==> src/rtl/cnn_pkg.sv <==
// Shared CNN constants and the unpool frame-sequencing state type.
package cnn_pkg;
  localparam int DATA_W = 32;
  localparam int FM_W   = 3;
  localparam int FM_H   = 3;
  // Output row/col index width; holds 0..2*FM-1 for the default map.
  localparam int CNT_W  = 3;

  typedef enum logic [1:0] {
    ST_IDLE,
    ST_CAPTURE,
    ST_STREAM,
    ST_DONE
  } unpool_state_e;
endpackage

==> src/rtl/unpool_addr_gen.sv <==
// Raster row/column walker over the 2x upsampled output map.
module unpool_addr_gen #(
  parameter int IN_W = cnn_pkg::FM_W,
  parameter int IN_H = cnn_pkg::FM_H
) (
  input  logic                      clk,
  input  logic                      rst,
  input  logic                      advance,
  input  logic                      clear,
  output logic [cnn_pkg::CNT_W-1:0] row,
  output logic [cnn_pkg::CNT_W-1:0] col,
  output logic                      last
);
  import cnn_pkg::*;

  localparam logic [CNT_W-1:0] ROW_MAX = CNT_W'(2*IN_H-1);
  localparam logic [CNT_W-1:0] COL_MAX = CNT_W'(2*IN_W-1);

  logic [CNT_W-1:0] row_q, row_d, col_q, col_d;

  // Next position: clear wins, otherwise step col and wrap into the next row.
  always_comb begin
    row_d = row_q;
    col_d = col_q;
    if (clear) begin
      row_d = '0;
      col_d = '0;
    end else if (advance) begin
      if (col_q == COL_MAX) begin
        col_d = '0;
        row_d = (row_q == ROW_MAX) ? '0 : row_q + CNT_W'(1);
      end else begin
        col_d = col_q + CNT_W'(1);
      end
    end
  end

  // Position registers.
  always_ff @(posedge clk) begin
    if (rst) begin
      row_q <= '0;
      col_q <= '0;
    end else begin
      row_q <= row_d;
      col_q <= col_d;
    end
  end

  assign row  = row_q;
  assign col  = col_q;
  assign last = (row_q == ROW_MAX) && (col_q == COL_MAX);
endmodule

==> src/rtl/unpool_layer.sv <==
// 2x2 unpooling: snapshots one input map and streams the upsampled map
// in raster order, replicating or distributing (value/4) each pixel.
module unpool_layer #(
  parameter int DATA_W = cnn_pkg::DATA_W,
  parameter int IN_W   = cnn_pkg::FM_W,
  parameter int IN_H   = cnn_pkg::FM_H
) (
  input  logic                     clk,
  input  logic                     rst,
  input  logic                     start,
  input  logic                     mode,
  input  logic [IN_W*IN_H*DATA_W-1:0] input_fm,
  output logic                     busy,
  output logic                     out_valid,
  input  logic                     out_ready,
  output logic [DATA_W-1:0]        out_data,
  output logic [2:0]               out_row,
  output logic [2:0]               out_col,
  output logic                     out_last,
  output logic                     done
);
  import cnn_pkg::*;

  localparam int NPIX  = IN_W*IN_H;
  localparam int IDX_W = (NPIX > 1) ? $clog2(NPIX) : 1;

  unpool_state_e state_q, state_d;
  logic signed [DATA_W-1:0] buf_q [NPIX];
  logic signed [DATA_W-1:0] buf_d [NPIX];
  logic                     mode_q, mode_d;

  logic [2:0]               row, col;
  logic                     last, advance, clear, accept;
  logic [IDX_W-1:0]         src_idx;
  logic signed [DATA_W-1:0] src_pix;

  assign accept    = (state_q == ST_IDLE) && start;
  assign out_valid = (state_q == ST_STREAM);
  assign advance   = out_valid && out_ready;
  assign clear     = (state_q == ST_CAPTURE);

  // Frame sequencing; start outside IDLE (including DONE) is dropped.
  always_comb begin
    state_d = state_q;
    case (state_q)
      ST_IDLE:    if (start) state_d = ST_CAPTURE;
      ST_CAPTURE: state_d = ST_STREAM;
      ST_STREAM:  if (advance && last) state_d = ST_DONE;
      ST_DONE:    state_d = ST_IDLE;
      default:    state_d = ST_IDLE;
    endcase
  end

  // State register; reset aborts any frame in flight.
  always_ff @(posedge clk) begin
    if (rst) state_q <= ST_IDLE;
    else     state_q <= state_d;
  end

  // Snapshot the map and mode on the accepting edge only.
  always_comb begin
    buf_d  = buf_q;
    mode_d = mode_q;
    if (accept) begin
      for (int k = 0; k < NPIX; k++) buf_d[k] = input_fm[k*DATA_W +: DATA_W];
      mode_d = mode;
    end
  end

  // Snapshot storage; contents are don't-care until the next capture.
  always_ff @(posedge clk) begin
    buf_q  <= buf_d;
    mode_q <= mode_d;
  end

  unpool_addr_gen #(.IN_W(IN_W), .IN_H(IN_H)) u_addr (
    .clk    (clk),
    .rst    (rst),
    .advance(advance),
    .clear  (clear),
    .row    (row),
    .col    (col),
    .last   (last)
  );

  // Each input pixel covers a 2x2 output block.
  assign src_idx = IDX_W'((32'(row) >> 1) * 32'(IN_W) + (32'(col) >> 1));
  assign src_pix = buf_q[src_idx];

  // Output pixel, forced to zero whenever nothing is being presented.
  always_comb begin
    out_data = '0;
    if (out_valid) out_data = mode_q ? (src_pix >>> 2) : src_pix;
  end

  assign out_row  = row;
  assign out_col  = col;
  assign out_last = last && out_valid;
  assign busy     = (state_q != ST_IDLE);
  assign done     = (state_q == ST_DONE);
endmodule

==> config.mk <==
export PLATFORM = sky130hd
export DESIGN_NAME = unpool_layer
export DESIGN_NICKNAME = d
export VERILOG_FILES = /design/src/rtl/cnn_pkg.sv /design/src/rtl/unpool_addr_gen.sv /design/src/rtl/unpool_layer.sv
export SDC_FILE = /design/constraint.sdc
export NUM_CORES = 1
export LEC_CHECK = 0
export ABC_CLOCK_PERIOD_IN_PS = 10800
export CORE_ASPECT_RATIO = 0.75
export CORE_MARGIN = 4
export CORE_UTILIZATION = 48
export CTS_CLUSTER_DIAMETER = 30
export DETAILED_ROUTE_END_ITERATION = 8
export PLACE_DENSITY = 0.82
export SYNTH_ARGS = -nofsm -noshare
export SYNTH_HDL_FRONTEND = slang
export SYNTH_HIERARCHICAL = 1
export SYNTH_SLANG_ARGS = --single-unit
export TNS_END_PERCENT = 20
==> constraint.sdc <==
create_clock -name clk -period 10.8 [get_ports clk]
set_input_delay 2.16 -clock clk [delete_from_list [all_inputs] [get_ports clk]]
set_output_delay 2.16 -clock clk [all_outputs]
set_load 0.1 [all_outputs]
# Word-level counts from Yosys, hierarchy flattened
# Cells that the tools add are included.
# classes
muxes	10
eq_ne	7
magnitude_cmp	1
addsub	3
reduce_logical	10
bitwise_logic	1
mul	1
# op_table
op	n
binary-select mux 32 bit (select 4 bit)	1
two-way mux 32 bit	3
two-way mux 31 bit	1
case mux 2 bit (4 select lines)	1
adder 3 x 1 -> 3 bit (second input constant)	2
== test 3 bit (second input constant)	2
two-way mux 3 bit	2
>= comparator 5 bit (second input constant)	1
logical AND 1 bit	5
inverter 4 -> 5 bit	1
adder 4 x 2 -> 4 bit	1
== test 2 bit (second input constant)	2
multiplier 2 x 2 -> 4 bit (second input constant)	1
two-way mux 2 bit	2
AND reduction 2 bit	2
== test 2 x 1 -> 1 bit (second input constant)	1
zero test 2 bit	1
!= test 2 x 1 -> 1 bit (second input constant)	1
!= test 2 bit (second input constant)	1
nonzero test 2 bit	1
OR reduction 2 bit	1
# word_totals
in_bits	293
word_cells	46
output_inout_bits	42
register_bits	297

# Depth between registers and ports, before layout
# Gate-level depths: netlist of the first run.
# depth
ltp_word	8
mapped_depth	12
mapped_depth_nobuf	10

# Cells and area by module
# Netlist of the first run, hierarchy kept.
# by_module_without_submodules
mod	seq_area_each_um2	area_per_inst_um2	cells_each	n_inst
unpool_layer	8718.4	11658.7	617	1
unpool_addr_gen	120.1	266.5	30	1

# Least setup slack after synthesis of the first run
# Ideal clock, no wire load.
# synth_path
kind	input to register
from	input port start
to	register buf_q[0] (netlist bit) (enable)
stages	1
path_buffers	0
required_time_ps	10114
setup_slack_ps	1476
t_arrival_ps	8639
setup_time_ps	686
cell_sequence	and2_1
# synth_between
elab_chain_cells	1
# synth_rtl
element	line	text
from (decl)	unpool_layer.sv:10	input logic start,
logical AND 1 bit	unpool_layer.sv:37	assign accept = (state_q == ST_IDLE) && start;
to (signal assigned)	unpool_layer.sv:72	buf_q <= buf_d;
to (decl)	unpool_layer.sv:28	logic signed [DATA_W-1:0] buf_q [NPIX];
# Every way passes these cells.
# A chain may end at the register's enable or synchronous reset.

# Final worst setup path of the first run
# layout_path
from	register u_addr.row_q[1] (netlist: u_addr/row[1])
to	output port out_data[7]
# layout_between
elab_chain_cells	8
# layout_rtl
element	line	text
from (decl)	unpool_addr_gen.sv:19	logic [CNT_W-1:0] row_q, row_d, col_q, col_d;
from (signal assigned)	unpool_addr_gen.sv:44	row_q <= row_d;
multiplier 2 x 2 -> 4 bit	unpool_layer.sv:87	assign src_idx = IDX_W'((32'(row) >> 1) * 32'(IN_W) + (32'(col) >> 1));
adder 4 x 2 -> 4 bit	unpool_layer.sv:87	
inverter 4 -> 5 bit (not written as such)	unpool_layer.sv:88	assign src_pix = buf_q[src_idx];
binary-select mux 32 bit (select 4 bit)	unpool_layer.sv:88	
two-way mux 32 bit (not written as such) (2 in a row)	unpool_layer.sv:88	
two-way mux 31 bit	unpool_layer.sv:93	if (out_valid) out_data = mode_q ? (src_pix >>> 2) : src_pix;
two-way mux 32 bit	unpool_layer.sv:93	
to (decl)	unpool_layer.sv:16	output logic [DATA_W-1:0] out_data,
# Every way passes these cells. The select of a mux whose other input is x is not followed.

==> flow_summary.ini, run 1 <==
[status]
outcome = finished, final reports clean

[timing]
min_period_ns = 7.86
worstMarginPinSlew_ns = 1.15
hold_viol_final = 0
slew_headroom_pct = 23.6
drv_slew = 0
setup_viol = 0
rsz0062_at_grt = no
post-route-period-util_pct = 72.8
fin_skew_ns = 0.0249
max_freq_mhz = 127
finalSetupTns_ns = 0

[synth]
synth_flop_cell = edfxtp_1
synth_area_mm2 = 0.0119
yosys_warnings = 6
postSynthCellCount = 647
synth_edf_count = 289
synth_cell_types = 47
ys_seq_elements = 297
syn_nets = 948
syn_avg_cell_area_um2 = 18.4
async_flop_share_pct = 0
synth_seq_area_share_pct = 74.1

[detailed_routing]
wire_per_inst_um = 24.3
wirelength_mm = 33.2
drt_iter0_drc = 733
antenna_left = 0
vias = 7597
drc_errors = 0
viasPerCell = 5.57
first_pass_iters = 5

[global_routing]
grt-ovfl-total = 0
grt_pass1_wl_mm = 47.5
grtUsageTotal_pct = 23.2
grt_pass1_vias = 7813
antenna_found_initial = 2
grt_max_degree = 89

[hold_path]
hold_path.class = reg -> reg
min_path_cells = 2

[critical_path]
cp.arrival_ns = 5.70
worstSetupPathType = reg -> out
cp.required_ns = 8.64
reg2reg_depth = 5
startpoint_type = register
path_max_fanout = 23
end_kind = primary output

[placed_design]
io_buffers = 334
gp_congestion = 0.829
dp_hpwl_mm = 23.5

[clocking]
cts_buffers = 46
clk_latency_ns = 0.54
ctsHoldBuffers = 0
cts_setup_buffers = 0
clock_sinks = 297
htreeDepth = 2
clockBufferDepth = 3
root_buffer = clkbuf_16
clkSlewWorstSetupHoldPaths_ns = 0.05
cts_resized = 0
cts_tree = done

[pwr]
leakagePower_uw = 0.00566
power_per_cell_area_mw_per_mm2 = 235
vdd_ir_drop_max_v = 0.000144

[finish]
final_common_cell = clkdlybuf4s50_1
utilization_pct = 70.7
final_cell_mix = clkdlybuf4s50_1 (334), edfxtp_1 (289), mux2i_1 (94)
antennaDiodeCount = 0
syn_to_final_growth_pct = 43.6
nFillCells = 1541
nets = 1297
drive_above_1_share_pct = 12.1

[floorplanning]
start_util_pct = 49.2
coreArea_mm2 = 0.0242
fp.dieArea_mm2 = 0.0275
rows = 49
die_w_um = 190
ios = 335
die_h_um = 145

[job]
cap_violations = 0
## metrics by stage
step / cell area [um2] / hold slack, ns / setup WS, ns / instances / total power (uW)
after floorplan: 11900 / 0.502 / 1.48 / 647 / 2350
after global placement: 15600 / 0.511 / 3.58 / 1279 / 2550
after detailed placement: 15600 / 0.545 / 3.46 / 1279 / 2580
after CTS: 17100 / 0.554 / 2.85 / 1364 / 4050
after global routing: 17100 / 0.596 / 2.61 / 1364 / 4170
final: 17100 / 0.553 / 2.94 / 1364 / 4020
## cells in the mapped netlist (2+ instances only)
library cell / number / area share [%]
clkbuf_1: 19 / 0.60
dfxtp_1: 8 / 1.3
buf_2: 12 / 0.50
xnor2_1: 3 / 0.22
mux2_1: 2 / 0.19
ha_1: 6 / 0.63
a221oi_1: 3 / 0.22
buf_6: 4 / 0.38
nand2_1: 12 / 0.38
mux4_2: 9 / 1.7
fa_1: 2 / 0.34
a22oi_1: 44 / 2.8
o22ai_1: 20 / 1.0
mux2i_1: 94 / 7.9
mux4_1: 8 / 1.8
o32ai_1: 3 / 0.22
a21oi_1: 4 / 0.17
buf_4: 6 / 0.38
inv_1: 9 / 0.28
inv_2: 2 / 0.063
nor2_1: 16 / 0.50
a221oi_2: 6 / 0.76
o21ai_0: 2 / 0.084
a32oi_1: 22 / 1.6
mux2_2: 12 / 1.1
and2_1: 4 / 0.21
edfxtp_1: 289 / 73
nor3b_1: 2 / 0.13
a211oi_1: 6 / 0.38
## worst max-delay path: stages, from the launching register on
cell and delay (ns):
dfxtp_1 0.47, inv_1 0.11, fa_1 0.53, inv_1 0.08, ha_1 0.13, inv_1 0.05, fa_2 0.96, and2_1 0.93
a22oi_1 0.22, a32oi_1 0.48, o22ai_1 0.18, clkdlybuf4s50_1 1.03
## cell type report
class	instances	area (um2)	share of cell area [%]
inverter	11	41.3	0.241
sequential	297	8840	51.6
clock inverter	36	380	2.22
clock buffer	49	1180	6.91
tap	331	414	2.42
timing repair buffer	342	3400	19.9
multi-input combinational	298	2860	16.7
## state kept, by name, indices dropped and copies added (netlist names)
signal,flops
mode_q,1
u_addr/row,3
state_q,2
u_addr/col,3
buf_q,288
## logic make-up (layout without fill, tap and decap cells)
| logic type | after synthesis | in the layout | share of synthesized area (%) |
|---|---|---|---|
| buffers and inverters | 52 | 438 | 2.20 |
| AND/OR/NAND/NOR | 46 | 46 | 2.10 |
| flip-flops | 297 | 297 | 74.1 |
| adder cells (fa/ha/maj) | 8 | 8 | 0.965 |
| multiplexers | 126 | 126 | 12.8 |
| AO/OA/AOI/OAI | 115 | 115 | 7.60 |
| XOR/XNOR | 3 | 3 | 0.220 |
## power breakdown
group | internal, uW | switching [uW] | leakage (uW)
Combinational | 264 | 593 | 0.00211
Sequential | 1620 | 79.3 | 0.00282
Clock | 927 | 539 | 0.000742
## path summary, 6_finish.rpt
check	start	to	slack (ns)
setup / recovery	u_addr/row[1]$_SDFFE_PP0P_	out_data[7]	2.94
hold / removal	u_addr/row[2]$_SDFFE_PP0P_	u_addr/row[2]$_SDFFE_PP0P_	0.55
setup reg to reg	state_q[0]$_SDFFE_PP0P_	buf_q[144]$_DFFE_PP_	7.43
hold reg to reg	u_addr/row[2]$_SDFFE_PP0P_	u_addr/row[2]$_SDFFE_PP0P_	0.55
## layer usage
metal  global-route usage, %  vias to the layer above  wire, um
li1                        -                     3390         -
met1                    31.9                     3735     13400
met2                    37.1                      411     15800
met3                    6.44                       57      3370
met4                    5.94                        4       648
met5                       0                        -        22
No activity file was read; power rests on OpenSTA's default activity.
==> run 2, diff against run 1 <==
--- a/config.mk
+++ b/config.mk
@@ -5,7 +5,7 @@
 export SDC_FILE = /design/constraint.sdc
 export NUM_CORES = 1
 export LEC_CHECK = 0
-export ABC_CLOCK_PERIOD_IN_PS = 10800
+export ABC_CLOCK_PERIOD_IN_PS = 8200
 export CORE_ASPECT_RATIO = 0.75
 export CORE_MARGIN = 4
 export CORE_UTILIZATION = 48
==> constraint.sdc (replaced) <==
create_clock -name clk -period 8.2 [get_ports clk]
set_input_delay 1.64 -clock clk [delete_from_list [all_inputs] [get_ports clk]]
set_output_delay 1.64 -clock clk [all_outputs]
set_load 0.1 [all_outputs]
==> flow_summary.ini, run 2 (synthesized netlist as in run 1, its figures left out) <==
[critical_path]
cp.arrival_ns = 5.72
worstSetupPathType = reg -> out
path_max_fanout = 23
startpoint_type = register
end_kind = primary output
cp.required_ns = 6.56

[floorplanning]
rows = 49
die_w_um = 190
start_util_pct = 49.2
coreArea_mm2 = 0.0242
die_h_um = 145
ios = 335
fp.dieArea_mm2 = 0.0275

[detailed_routing]
wire_per_inst_um = 25.1
vias = 7740
wirelength_mm = 34.3
first_pass_iters = 7
drt_iter0_drc = 910
drc_errors = 0
viasPerCell = 5.66
antenna_left = 0

[timing]
finalSetupTns_ns = 0
slew_headroom_pct = 16.2
rsz0062_at_grt = no
fin_skew_ns = 0.0248
worstMarginPinSlew_ns = 1.25
post-route-period-util_pct = 89.7
drv_slew = 0
hold-worst-slack_ns = 0.550
setup_viol = 0
max_freq_mhz = 136
hold_viol_final = 0
min_period_ns = 7.36

[finish]
fin_area_mm2 = 0.0172
nets = 1298
final_common_cell = clkdlybuf4s50_1
instances_no_fill = 1368
top_register = buf_q
largest_register_ffs = 288
syn_to_final_growth_pct = 43.9
utilization_pct = 70.9
drive_above_1_share_pct = 13.3
final_cell_mix = clkdlybuf4s50_1 (325), edfxtp_1 (289), mux2i_1 (94)

[clocking]
clkSlewWorstSetupHoldPaths_ns = 0.05
cts_buffers = 48
ctsHoldBuffers = 0
clock_sinks = 297
clk_latency_ns = 0.55
cts_setup_buffers = 0
cts_resized = 0
cts_tree = done
htreeDepth = 2
root_buffer = clkbuf_16
clockBufferDepth = 3

[pwr]
leakagePower_uw = 0.00572
power_per_cell_area_mw_per_mm2 = 314
vdd_ir_drop_max_v = 0.000244

[placed_design]
placed_cells = 1278
gp_congestion = 0.861
dp_hpwl_mm = 23.9
place_area_mm2 = 0.0155
io_buffers = 334

[hold_path]
hold_path.class = reg -> reg

[global_routing]
grt-ovfl-total = 0
grt_pass1_vias = 7815
grtUsageTotal_pct = 24.1
grt_max_degree = 132
grt_pass1_wl_mm = 48.9
antenna_found_initial = 2

[job]
cap_violations = 0

[status]
outcome = finished, final reports clean
## run 2: cell count changes in the layout (fill, tap and decap cells not counted), sizes merged
cell           previous run  this run
inv                      18        29
clkdlybuf4s50           334       325
buf                       8        16
clkinv                   16         9
clkbuf                   49        54
bufinv                    5         2
clkinvlp                  8         6
diode                     0         1
## run 2: area by class of cell
| type | count | area (um2) |
|---|---|---|
| flip-flops and latches | 297 | 8840 |
| fillers | 1547 | 7050 |
| repair buffers | 341 | 3390 |
| multi-input cells | 298 | 2860 |
| clock buffers | 54 | 1240 |
| well taps | 331 | 414 |
| clock inverters | 35 | 379 |
| inverters | 11 | 41.3 |
| diodes | 1 | 2.50 |
## run 2: power by group
part | total [uW] | internal [uW] | switching (uW)
clock network | 2000 | 1210 | 790
logic | 1150 | 349 | 802
registers | 2240 | 2130 | 109
total | 5390 | 3690 | 1700
## run 2: metal layers
layer | vias up | part of all wire [%] | GRT usage (%)
met3 | 89 | 10 | 8.16
li1 | 3387 | - | -
met2 | 482 | 44 | 36.3
met4 | 2 | 3.3 | 7.69
met1 | 3780 | 42 | 33.7
met5 | - | 0.044 | 0
## run 2: worst max-delay path, stage by stage (launching register included)
cell             delay (ns)
dfxtp_1                0.47
inv_1                  0.11
fa_1                   0.52
inv_1                  0.08
ha_1                   0.13
inv_1                  0.06
fa_2                   0.99
nor2b_2                1.03
a22oi_1                0.25
a32oi_1                0.36
o22ai_1                0.14
clkdlybuf4s50_1        1.01
## run 2: final timing paths
| check | start | endpoint | slack [ns] | cells past startpoint |
|---|---|---|---|---|
| hold / removal | u_addr/row[2]$_SDFFE_PP0P_ | u_addr/row[2]$_SDFFE_PP0P_ | 0.55 | 2 |
| setup reg to reg | state_q[0]$_SDFFE_PP0P_ | buf_q[90]$_DFFE_PP_ | 5.20 | 5 |
| setup / recovery | u_addr/row[1]$_SDFFE_PP0P_ | out_data[14] | 0.84 | 11 |
| hold reg to reg | u_addr/row[2]$_SDFFE_PP0P_ | u_addr/row[2]$_SDFFE_PP0P_ | 0.55 | 2 |
## run 2: stage by stage
| stage | power, uW | setup WS (ns) |
|---|---|---|
| final | 5390 | 0.844 |
| after CTS | 5420 | 0.775 |
| after global placement | 3380 | 1.64 |
| after global routing | 5590 | 0.545 |
| after detailed placement | 3410 | 1.38 |
| after floorplan | 3020 | 0.883 |
==> run 3, diff against run 2 <==
--- a/config.mk
+++ b/config.mk
@@ -6,10 +6,12 @@
 export NUM_CORES = 1
 export LEC_CHECK = 0
 export ABC_CLOCK_PERIOD_IN_PS = 8200
-export CORE_ASPECT_RATIO = 0.75
+export CAP_MARGIN = 40
+export CORE_ASPECT_RATIO = 1.5
 export CORE_MARGIN = 4
 export CORE_UTILIZATION = 48
 export CTS_CLUSTER_DIAMETER = 30
+export CTS_CLUSTER_SIZE = 12
 export DETAILED_ROUTE_END_ITERATION = 8
 export PLACE_DENSITY = 0.82
 export SYNTH_ARGS = -nofsm -noshare
==> flow_summary.ini, run 3 (synthesized netlist as in run 1, its figures left out) <==
[finish]
utilization_pct = 72.4
drive_above_1_share_pct = 14.7
fin_area_mm2 = 0.0177
final_cell_mix = clkdlybuf4s50_1 (333), edfxtp_1 (289), mux2i_1 (94)
largest_register_ffs = 288
top_register = buf_q
final_common_cell = clkdlybuf4s50_1
syn_to_final_growth_pct = 48.3
nets = 1336

[critical_path]
end_kind = primary output
cp-startpoint = u_addr/row[1]$_SDFFE_PP0P_
crit_path_frequent_cell = inv_1
cp.required_ns = 6.56
path_delay_family = adder cells
r2r-start = state_q[0]$_SDFFE_PP0P_
cp.arrival_ns = 5.22
cpPeakStageDelay_ns = 0.94
r2r-end = buf_q[40]$_DFFE_PP_
reg2reg_depth = 4
path_max_fanout = 22
cp.depth = 13
endpoint = out_data[23]
crit_slowest_cell = fa_2
cp.buffers_inverters = 6
startpoint_type = register
crit_chain = inv_1 -> fa_1 -> inv_1 -> ha_1 -> inv_1 -> fa_2 -> nor2b_2 -> buf_4 -> a22oi_1 -> a32oi_1 -> o22ai_1 -> clkdlybuf4s50_1 -> buf_8
worstSetupPathType = reg -> out
reg2reg_slack_ns = 5.75

[floorplanning]
die_h_um = 201
ios = 335
coreArea_mm2 = 0.0244
fp.dieArea_mm2 = 0.0275
start_util_pct = 48.8
rows = 70
die_w_um = 137

[placed_design]
dp_hpwl_mm = 25.4
io_buffers = 334
place_ws_ns = 1.93
gp_congestion = 0.857
place_area_mm2 = 0.0164

[clocking]
htreeDepth = 2
clkSlewWorstSetupHoldPaths_ns = 0.06
cts_buffers = 39
ctsHoldBuffers = 0
clock_sinks = 297
clk_latency_ns = 0.52
cts_tree = done
clockBufferDepth = 3
cts_setup_buffers = 0
cts_resized = 0
root_buffer = clkbuf_16

[timing]
drv_slew = 0
timing.final.ws_setup_ns = 1.34
min_period_ns = 6.86
fin_skew_ns = 0.0102
post-route-period-util_pct = 83.6
hold_viol_final = 0
setup_viol = 0
rsz0062_at_grt = no
max_freq_mhz = 146
slew_headroom_pct = 45.7
finalSetupTns_ns = 0
worstMarginPinSlew_ns = 0.815
hold-worst-slack_ns = 0.573

[detailed_routing]
viasPerCell = 5.60
wirelength_mm = 34.9
drt_iter0_drc = 438
antenna_left = 0
first_pass_iters = 7
drc_errors = 0
vias = 7800
wire_per_inst_um = 25.1

[pwr]
p_int_uw = 3640
p_seq_share_pct = 43.3
power_per_cell_area_mw_per_mm2 = 293
p_switching_uw = 1540
combPwrFrac_pct = 25.3
clkPwrFrac_pct = 31.4
switching_share_pct = 29.7
leakagePower_uw = 0.00594
vdd_ir_drop_max_v = 0.000293

[global_routing]
grt_pass1_vias = 8548
antenna_found_initial = 10
grt-ovfl-total = 0
grt_pass1_wl_mm = 50.3
grtUsageTotal_pct = 25.0
grt_max_degree = 144

[job]
cap_violations = 0

[hold_path]
hold_path.class = reg -> reg
min_from = u_addr/row[2]$_SDFFE_PP0P_

[status]
outcome = finished, final reports clean
==> run 3: how the worst min path moves through the flow <==
stage	endpoint	slack (ns)	cells past startpoint
after floorplan	state_q[0]$_SDFFE_PP0P_	0.50	2
final	u_addr/row[2]$_SDFFE_PP0P_	0.57	2
after global placement	u_addr/row[2]$_SDFFE_PP0P_	0.51	2
after global routing	state_q[0]$_SDFFE_PP0P_	0.58	2
after detailed placement	u_addr/row[2]$_SDFFE_PP0P_	0.55	2
after CTS	state_q[0]$_SDFFE_PP0P_	0.57	2
==> run 3: power groups by stage <==
stage / Combinational, uW / Clock (uW) / Sequential, uW
6_report: 1310 / 1620 / 2240
5_1_grt: 1370 / 1720 / 2270
4_1_cts: 1320 / 1650 / 2240
3_5_place_dp: 1310 / 0 / 2270
3_3_place_gp: 1100 / 0 / 2250
2_1_floorplan: 730 / 0 / 2290
==> run 3: routing by layer <==
layer  GRT usage (%)  wire, um  up-vias  share of wire [%]
met5               0        75        -               0.21
met4            11.4      1560       10                4.5
met3            7.45      3110      102                8.9
met2            47.0     19400      418                 56
met1            24.3     10800     3810                 31
li1                -         -     3460                  -
==> run 3: area by class of cell <==
type / count / area [um2]
clock inverters: 27 / 229
clock buffers: 44 / 1040
fillers: 1445 / 6750
flip-flops and latches: 297 / 8840
diodes: 5 / 12.5
multi-input cells: 298 / 2850
inverters: 11 / 41.3
repair buffers: 388 / 4270
well taps: 324 / 405
==> run 3: stage by stage <==
stage | instances | power, uW
global route | 1394 | 5360
CTS | 1389 | 5210
global placement | 1272 | 3350
finish | 1394 | 5180
floorplan | 647 | 3020
detailed placement | 1318 | 3580
==> run 3: worst min-delay path, cell delays in order (launching register included) <==
cell	delay, ns
dfxtp_1	0.36
o21ai_0	0.10
a21oi_1	0.07
